`config.mk`:
```
export PLATFORM = sky130hd
export DESIGN_NAME = bus_transfer_sequencer
export DESIGN_NICKNAME = d
export VERILOG_FILES = /design/src/rtl/bus_transfer_sequencer.sv
export SDC_FILE = /design/constraint.sdc
export NUM_CORES = 1
export LEC_CHECK = 0
export CORE_MARGIN = 4
export CORE_UTILIZATION = 39
export DETAILED_ROUTE_END_ITERATION = 8
export PLACE_DENSITY = 0.72
export RECOVER_POWER = 25
export SETUP_SLACK_MARGIN = 0.3
export SYNTH_ARGS = -nofsm -noshare
export SYNTH_HDL_FRONTEND = slang
export SYNTH_SLANG_ARGS = --single-unit
export TNS_END_PERCENT = 5
```
`constraint.sdc`:
```
create_clock -name clk -period 6.2 [get_ports clk]
set_input_delay 1.24 -clock clk [delete_from_list [all_inputs] [get_ports clk]]
set_output_delay 1.24 -clock clk [all_outputs]
set_load 0.005 [all_outputs]
```
`src/rtl/bus_transfer_sequencer.sv`:
```
// Shared-bus transfer sequencer: turns MOVE/SWAP/LOAD/STORE commands into
// registered per-register load/drive strobes and external-port strobes.
module bus_transfer_sequencer #(
    parameter int NREG     = 8,
    parameter int IDXW     = 3,
    parameter int TEMP_IDX = 7
) (
    input  logic            clk,
    input  logic            reset,
    input  logic            cmd_valid,
    output logic            cmd_ready,
    input  logic [1:0]      cmd_op,
    input  logic [IDXW-1:0] cmd_src,
    input  logic [NREG-1:0] cmd_dst_mask,
    output logic [NREG-1:0] R_in,
    output logic [NREG-1:0] R_out,
    output logic            ext_drive,
    output logic            ext_capture,
    output logic            busy,
    output logic            done,
    output logic            err
);

    typedef enum logic [2:0] {IDLE, X1, X2, X3, FIN, ERR} state_e;
    typedef enum logic [1:0] {OP_MOVE, OP_SWAP, OP_LOAD, OP_STORE} op_e;

    localparam logic [NREG-1:0] TEMP_OH = NREG'(1) << TEMP_IDX;

    state_e          state_q, state_d;
    op_e             op_q, op_d;
    logic [IDXW-1:0] src_q, src_d;
    logic [NREG-1:0] mask_q, mask_d;
    logic [NREG-1:0] r_in_q, r_in_d, r_out_q, r_out_d;
    logic            ext_drive_q, ext_drive_d, ext_capture_q, ext_capture_d;
    logic            busy_q, busy_d, done_q, done_d, err_q, err_d;
    logic            cmd_ready_q, cmd_ready_d;

    logic [NREG-1:0] src_oh;
    logic            src_ok;
    logic            bad;
    logic            accept;

    always_comb begin
        state_d = state_q;
        op_d    = op_q;
        src_d   = src_q;
        mask_d  = mask_q;
        accept  = 1'b0;

        unique case (state_q)
            IDLE: begin
                if (cmd_valid) begin
                    accept  = 1'b1;
                    op_d    = op_e'(cmd_op);
                    src_d   = cmd_src;
                    mask_d  = cmd_dst_mask;
                    state_d = X1;
                end
            end
            X1:      state_d = (op_q == OP_SWAP) ? X2 : FIN;
            X2:      state_d = X3;
            X3:      state_d = FIN;
            FIN:     state_d = IDLE;
            ERR:     state_d = IDLE;
            default: state_d = IDLE;
        endcase

        // Strobes for the cycle after the edge are derived from the command
        // as latched at that edge, so outputs leave the flops already valid.
        src_oh = NREG'(1) << src_d;
        src_ok = int'(src_d) < NREG;

        bad = 1'b0;
        unique case (op_d)
            OP_MOVE:  bad = !src_ok || (mask_d == '0);
            OP_LOAD:  bad = (mask_d == '0);
            OP_STORE: bad = !src_ok;
            OP_SWAP:  bad = !src_ok || !$onehot(mask_d) || (mask_d == src_oh)
                            || (src_oh == TEMP_OH) || ((mask_d & TEMP_OH) != '0);
            default:  bad = 1'b1;
        endcase
        if (accept && bad) begin
            state_d = ERR;
        end

        r_in_d        = '0;
        r_out_d       = '0;
        ext_drive_d   = 1'b0;
        ext_capture_d = 1'b0;
        done_d        = 1'b0;
        err_d         = 1'b0;
        cmd_ready_d   = 1'b0;
        busy_d        = (state_d != IDLE);

        unique case (state_d)
            IDLE: cmd_ready_d = 1'b1;
            X1: begin
                unique case (op_d)
                    OP_MOVE: begin
                        r_out_d = src_oh;
                        r_in_d  = mask_d & ~src_oh;
                    end
                    OP_LOAD: begin
                        ext_drive_d = 1'b1;
                        r_in_d      = mask_d;
                    end
                    OP_STORE: begin
                        r_out_d       = src_oh;
                        ext_capture_d = 1'b1;
                    end
                    OP_SWAP: begin
                        r_out_d = src_oh;
                        r_in_d  = TEMP_OH;
                    end
                    default: ;
                endcase
            end
            X2: begin
                r_out_d = mask_d;
                r_in_d  = src_oh;
            end
            X3: begin
                r_out_d = TEMP_OH;
                r_in_d  = mask_d;
            end
            FIN:     done_d = 1'b1;
            ERR:     err_d  = 1'b1;
            default: ;
        endcase
    end

    always_ff @(posedge clk or posedge reset) begin
        if (reset) begin
            state_q       <= IDLE;
            op_q          <= OP_MOVE;
            src_q         <= '0;
            mask_q        <= '0;
            r_in_q        <= '0;
            r_out_q       <= '0;
            ext_drive_q   <= 1'b0;
            ext_capture_q <= 1'b0;
            busy_q        <= 1'b0;
            done_q        <= 1'b0;
            err_q         <= 1'b0;
            cmd_ready_q   <= 1'b1;
        end else begin
            state_q       <= state_d;
            op_q          <= op_d;
            src_q         <= src_d;
            mask_q        <= mask_d;
            r_in_q        <= r_in_d;
            r_out_q       <= r_out_d;
            ext_drive_q   <= ext_drive_d;
            ext_capture_q <= ext_capture_d;
            busy_q        <= busy_d;
            done_q        <= done_d;
            err_q         <= err_d;
            cmd_ready_q   <= cmd_ready_d;
        end
    end

    assign R_in        = r_in_q;
    assign R_out       = r_out_q;
    assign ext_drive   = ext_drive_q;
    assign ext_capture = ext_capture_q;
    assign busy        = busy_q;
    assign done        = done_q;
    assign err         = err_q;
    assign cmd_ready   = cmd_ready_q;

endmodule

```
======== After elaboration in Yosys (flattened, before gate mapping) ========
Index checks and enable logic that the tools add are counted.
word-level totals
  bits in registers ....................... 38
  bits of input ports ..................... 16
  output and inout bits ................... 22
operators by class
  add/subtract/negate cells ............... 7
  multiplexer cells ....................... 24
  eq/ne operators ......................... 15
  shift operators ......................... 1
  reductions and logical operators ........ 12
  bitwise logic cells ..................... 2
operator list
  kind                   count
  $pmux W8 S3            3
  $mux W8                3
  $mux W3                5
  $eq A3 B2 Y1 const B   4
  $pmux W3 S4            1
  $mux W1                9
  $add A1 B1 Y2          4
  $and A8 B8 Y8          1
  $eq A8 B8 Y1           1
  $eq A8 B8 Y1 const B   1
  $logic_not A8 Y1       1
  $not A8 Y8             1
  $shl A1 B3 Y8 const A  1
  $add A2 B2 Y3          2
  $eq A3 B1 Y1 const B   2
  $eq A3 B3 Y1 const B   2
  $logic_not A3 Y1       2
  $add A3 B3 Y4          1
  $eq A2 B1 Y1 const B   2
  $eq A2 B2 Y1 const B   2
  $eq A4 B1 Y1 const B   1
  $mux W2                2
  $logic_or A1 B1 Y1     3
  $pmux W1 S3            1
  6 further kinds        6

======== Logic depth before layout (Yosys ltp) ========
  depth in word-level cells ............... 15
  gate-level depth with buffers ........... 16
  depth with buffers taken out ............ 14

======== Worst setup path before layout ========
Ideal clock, no wire load.
  path kind ............................... input to register
  start ................................... in cmd_valid
  end ..................................... reg state_q[2]
  slack ................................... 844 ps
  data required time ...................... 6,076 ps
  buffers on the path ..................... 2
  arrival ................................. 5,232 ps
  stages on the path ...................... 16
  cells stage by stage .................... nor4b_1 > buf_2 > buf_2 > mux2_2 > fa_1 > inv_1 > fa_1 > fa_1 > inv_1 > ha_1 > inv_1 > fa_1 > nor3b_1 > a22o_1 > nand4_4 > a211o_1
between the ends
  word-level cells in the longest chain between the ends .. 13
RTL lines
  element                              line  text
  start: declaration                   10    input logic cmd_valid,
  $mux W8 (*)                          52    if (cmd_valid) begin
  $mux W8 (*)                          50    unique case (state_q)
  via mask_d[0]                        32    logic [NREG-1:0] mask_q, mask_d;
  $add A1 B1 Y2 (implied by the code)  78    OP_SWAP: bad = !src_ok || !$onehot(mask_d) || (mask_d == src_oh)
  $add A2 B2 Y3 (implied by the code)  78
  $add A3 B3 Y4 (implied by the code)  78
  $eq A4 B1 Y1                         78
  $logic_not A1 Y1                     78
  $logic_or A1 B1 Y1                   78
  $logic_or A1 B1 Y1 (2 in series)     79    || (src_oh == TEMP_OH) || ((mask_d & TEMP_OH) != '0);
  $pmux W1 S3 (*)                      74    unique case (op_d)
  $logic_and A1 B1 Y1 (*)              82    if (accept && bad) begin
  $mux W3 (*)                          82
  via state_d[2]                       29    state_e state_q, state_d;
  end signal: assignment               147   state_q <= state_d;
  end: declaration                     29
Mark *: on every way through the listed nets, which the timed path passes. The rest lies on a longest branch.

======== Worst setup path in the final report ========
Ends and elaborated chain as after synthesis.

==> summary.md <==
| Metric | Value |
|---|---|
| Crit-path cells | `clkdlybuf4s50_1 > nor4b_2 > buf_12 > mux2_2 > fa_1 > inv_1 > fa_1 > fa_1 > inv_1 > ha_1 > inv_1 > fa_1 > nor3b_1 > a22o_1 > nand4_4 > a211o_1` |
| Critical Path AT | `5820 ps` |
| Global route overflow | `0` |
| Fmax | `between 0.15 and 0.2 GHz` |
| Vias per cell | `between 5 and 6` |
| Post-synth top flop | `dfrtp_1` |
| TritonCTS buffer count | `5` |
| Mapped Area | `2390 sq um` |
| Initial core utilization | `0.404` |
| Syn Nets | `270` |
| Post-synth ARST share | `1.00` |
| Row cnt | `28` |
| Hold Path Class | `reg2reg` |
| GRT busiest layer | `met2` |
| Die X | `between 80 and 90 um` |
| Most common cell after layout, fill and taps aside | `dfrtp_1` |
| Worst Path Buf+Inv | `5` |
| M3 GR Usage | `0.0266` |
| Clock H-tree levels | `2` |
| Deepest clock path buffer count | `2` |
| Number of distinct library cells after synthesis | `48` |
| Measured slew at the worst slew-check pin | `2030 ps` |
| WS Path Type | `in2reg` |
| Fill count | `530` |
| Hold-fix buffers, CTS | `0` |
| Detailed-route DRC error count | `0` |
| Top delay family on crit path | `adder cells` |
| First-pass DRT Iterations | `5` |
| Syn Inst Count | `238` |
| Setup violations, final | `0` |
| Worst path slowest cell | `fa_1` |
| Final hold viol count | `0` |
| IO Count | `38` |
| Dpl cells | `342` |
| Critical path's most frequent cell | `fa_1` |
| Antenna violations before repair | `0` |
| CP Launch Type | `input pin` |
| Grt met1 use | `0.218` |
| Final Util | `0.503` |
| Commonest non-fill, non-tap cells in the layout | `dfrtp_1 (37), clkdlybuf4s50_1 (36), inv_1 (23), nand2_1 (21)` |
| Max-slew violation count | `39` |
| Detailed-placement wirelength estimate | `about 4300 um` |
| Clk pin slew, worst setup/hold paths | `80 ps` |
| Fin crit share | `0.910` |
| Synthesis-to-finish area growth | `24.7%` |
| Total track usage | `0.165` |
| Layout net count | `roughly 300` |
| Maximum number of pins on one net before global-route repair | `39` |
| P_leak | `1.26 nW` |
| DR WL/cell | `16.5 um` |
| Vias in the first global route | `1912` |
| Die area | `7440 sq um` |
| Post-synth EDFFs | `0` |
| CP max stage delay | `~540 ps` |
| Vias | `1915` |
| Final TNS setup | `0 ps` |
| Met2 Use GR | `0.264` |
| Worst VDD drop | `around 0.28 mV` |
| Final total power | `around 0.0017 W` |
| Synth warn | `0` |
| Tmin final | `5640 ps` |
| R2r setup slk | `approximately 1500 ps` |
| Share of layout cells above drive strength 1 | `0.138` |
| Launch point of the worst reg-to-reg path | `state_q[1]` |
| Syn Area/Cell | `10.0 sq um` |
| Sequential area share after synthesis | `0.398` |
| Outcome | `complete, but fails checks` |
| Violated checks | `max-capacitance violations, max-slew violations` |
| FF+latch count, synth | `38` |
| Post-CTS setup buffers | `0` |
| Worst Setup End Kind | `flop` |
| Core ar. | `5920 sq um` |
| Clk_skew | `6.77 ps` |
| CTS tree | `done` |
| PD cells | `585 nW/um^2` |
| Post_cts resized | `0` |
| First-pass GRT wire length | `9560 um` |
| Initial DRC Count | `around 140` |
| Worst-path fanout max | `10` |
| Chip Height | `86.3 um` |
| Number of max-cap violations | `1` |
| Placer congestion estimate | `approximately 0.86` |
| Routed WL | `a little under 6000 um` |
| Non-filler cells, final | `350` |
| Crit path launch | `cmd_valid` |
| Hold Startpoint | `op_q[0]` |
| Post-DRT Antenna Nets | `0` |
| Worst skew pair latency | `290 ps` |
| Slew Limit Headroom | `-0.354` |
| CTS sink cnt | `38` |
| Root buf cell | `clkbuf_8` |
| Ant diodes | `0` |
| RSZ-0062 raised after global routing | `no` |
| WP data required | `6380 ps` |
| Number of buffers added on ports | `37` |
cells in the mapped netlist, drive strengths merged, types with 7 or more instances:
cell type	instances	share of area
dfrtp	37	0.39
inv	24	0.038
nand2	21	0.033
mux2	13	0.066
ha	12	0.063
nand3	12	0.025
nor2	10	0.016
nor2b	10	0.026
o21ai	10	0.021
buf	8	0.020
nor3b	8	0.025
a22oi	7	0.022
nand3b	7	0.022
o211ai	7	0.022
o31ai	7	0.022
path summary, 6_finish.rpt:
kind / end / cells after the start
setup / recovery: state_q[2] / 16
hold / removal: op_q[0] / 2
setup reg to reg: state_q[2] / 15
hold reg to reg: op_q[0] / 2
max in group asynchronous: R_in[5] / 3
min in group asynchronous: src_q[0] / 3
state kept, by name, indices dropped and copies added (netlist names):
register     cells
busy             1
ext_capture      1
cmd_ready        1
state_q          3
done             1
op_q             2
src_q            3
R_in             8
ext_drive        1
err              1
R_out            8
mask_q           8
kinds of logic after synthesis:
| kind of cell | synth area share |
|---|---|
| compound gates | 0.142 |
| fa+ha+maj | 0.0963 |
| buf+inv | 0.0654 |
| flops | 0.398 |
| mux | 0.0937 |
| simple gates | 0.204 |
report_power, final:
group | internal (W) | switching [W] | leakage [nW] | total, W
clock network | 0.000172 | 0.0000885 | 0.0714 | 0.000260
logic | 0.000482 | 0.000595 | 0.699 | 0.00108
registers | 0.000345 | 0.0000613 | 0.491 | 0.000407
total | 0.000998 | 0.000745 | 1.26 | 0.00174
tightest hold or removal path, delay by kind of cell, from the launching register on:
family / cells / cell delay, ps
simple gates: 1 / 50
compound gates: 1 / 60
flops: 1 / 340
layer usage:
layer,share of wire,routed length [um]
met1,0.43,2510
met2,0.49,2830
met3,0.049,281
met4,0.027,155
met5,0,0
area by class of cell:
| type | count | area (sq um) | share of cell area |
|---|---|---|---|
| multi-input combinational | 163 | 1290 | 0.432 |
| sequential | 38 | 952 | 0.320 |
| timing repair buffer | 42 | 413 | 0.139 |
| tap | 75 | 93.8 | 0.0315 |
| inverter | 24 | 90.1 | 0.0302 |
| clock buffer | 6 | 82.6 | 0.0277 |
| clock inverter | 2 | 60.1 | 0.0202 |
per-stage QoR:
stage	area, sq um	hold slack [ps]	worst slack, ps
3_3_place_gp	2840	454	384
5_1_grt	2980	516	381
4_1_cts	2990	482	579
6_report	2980	481	557
2_1_floorplan	2390	442	844
3_5_place_dp	2840	463	281
No activity file was read; power rests on OpenSTA's default activity.
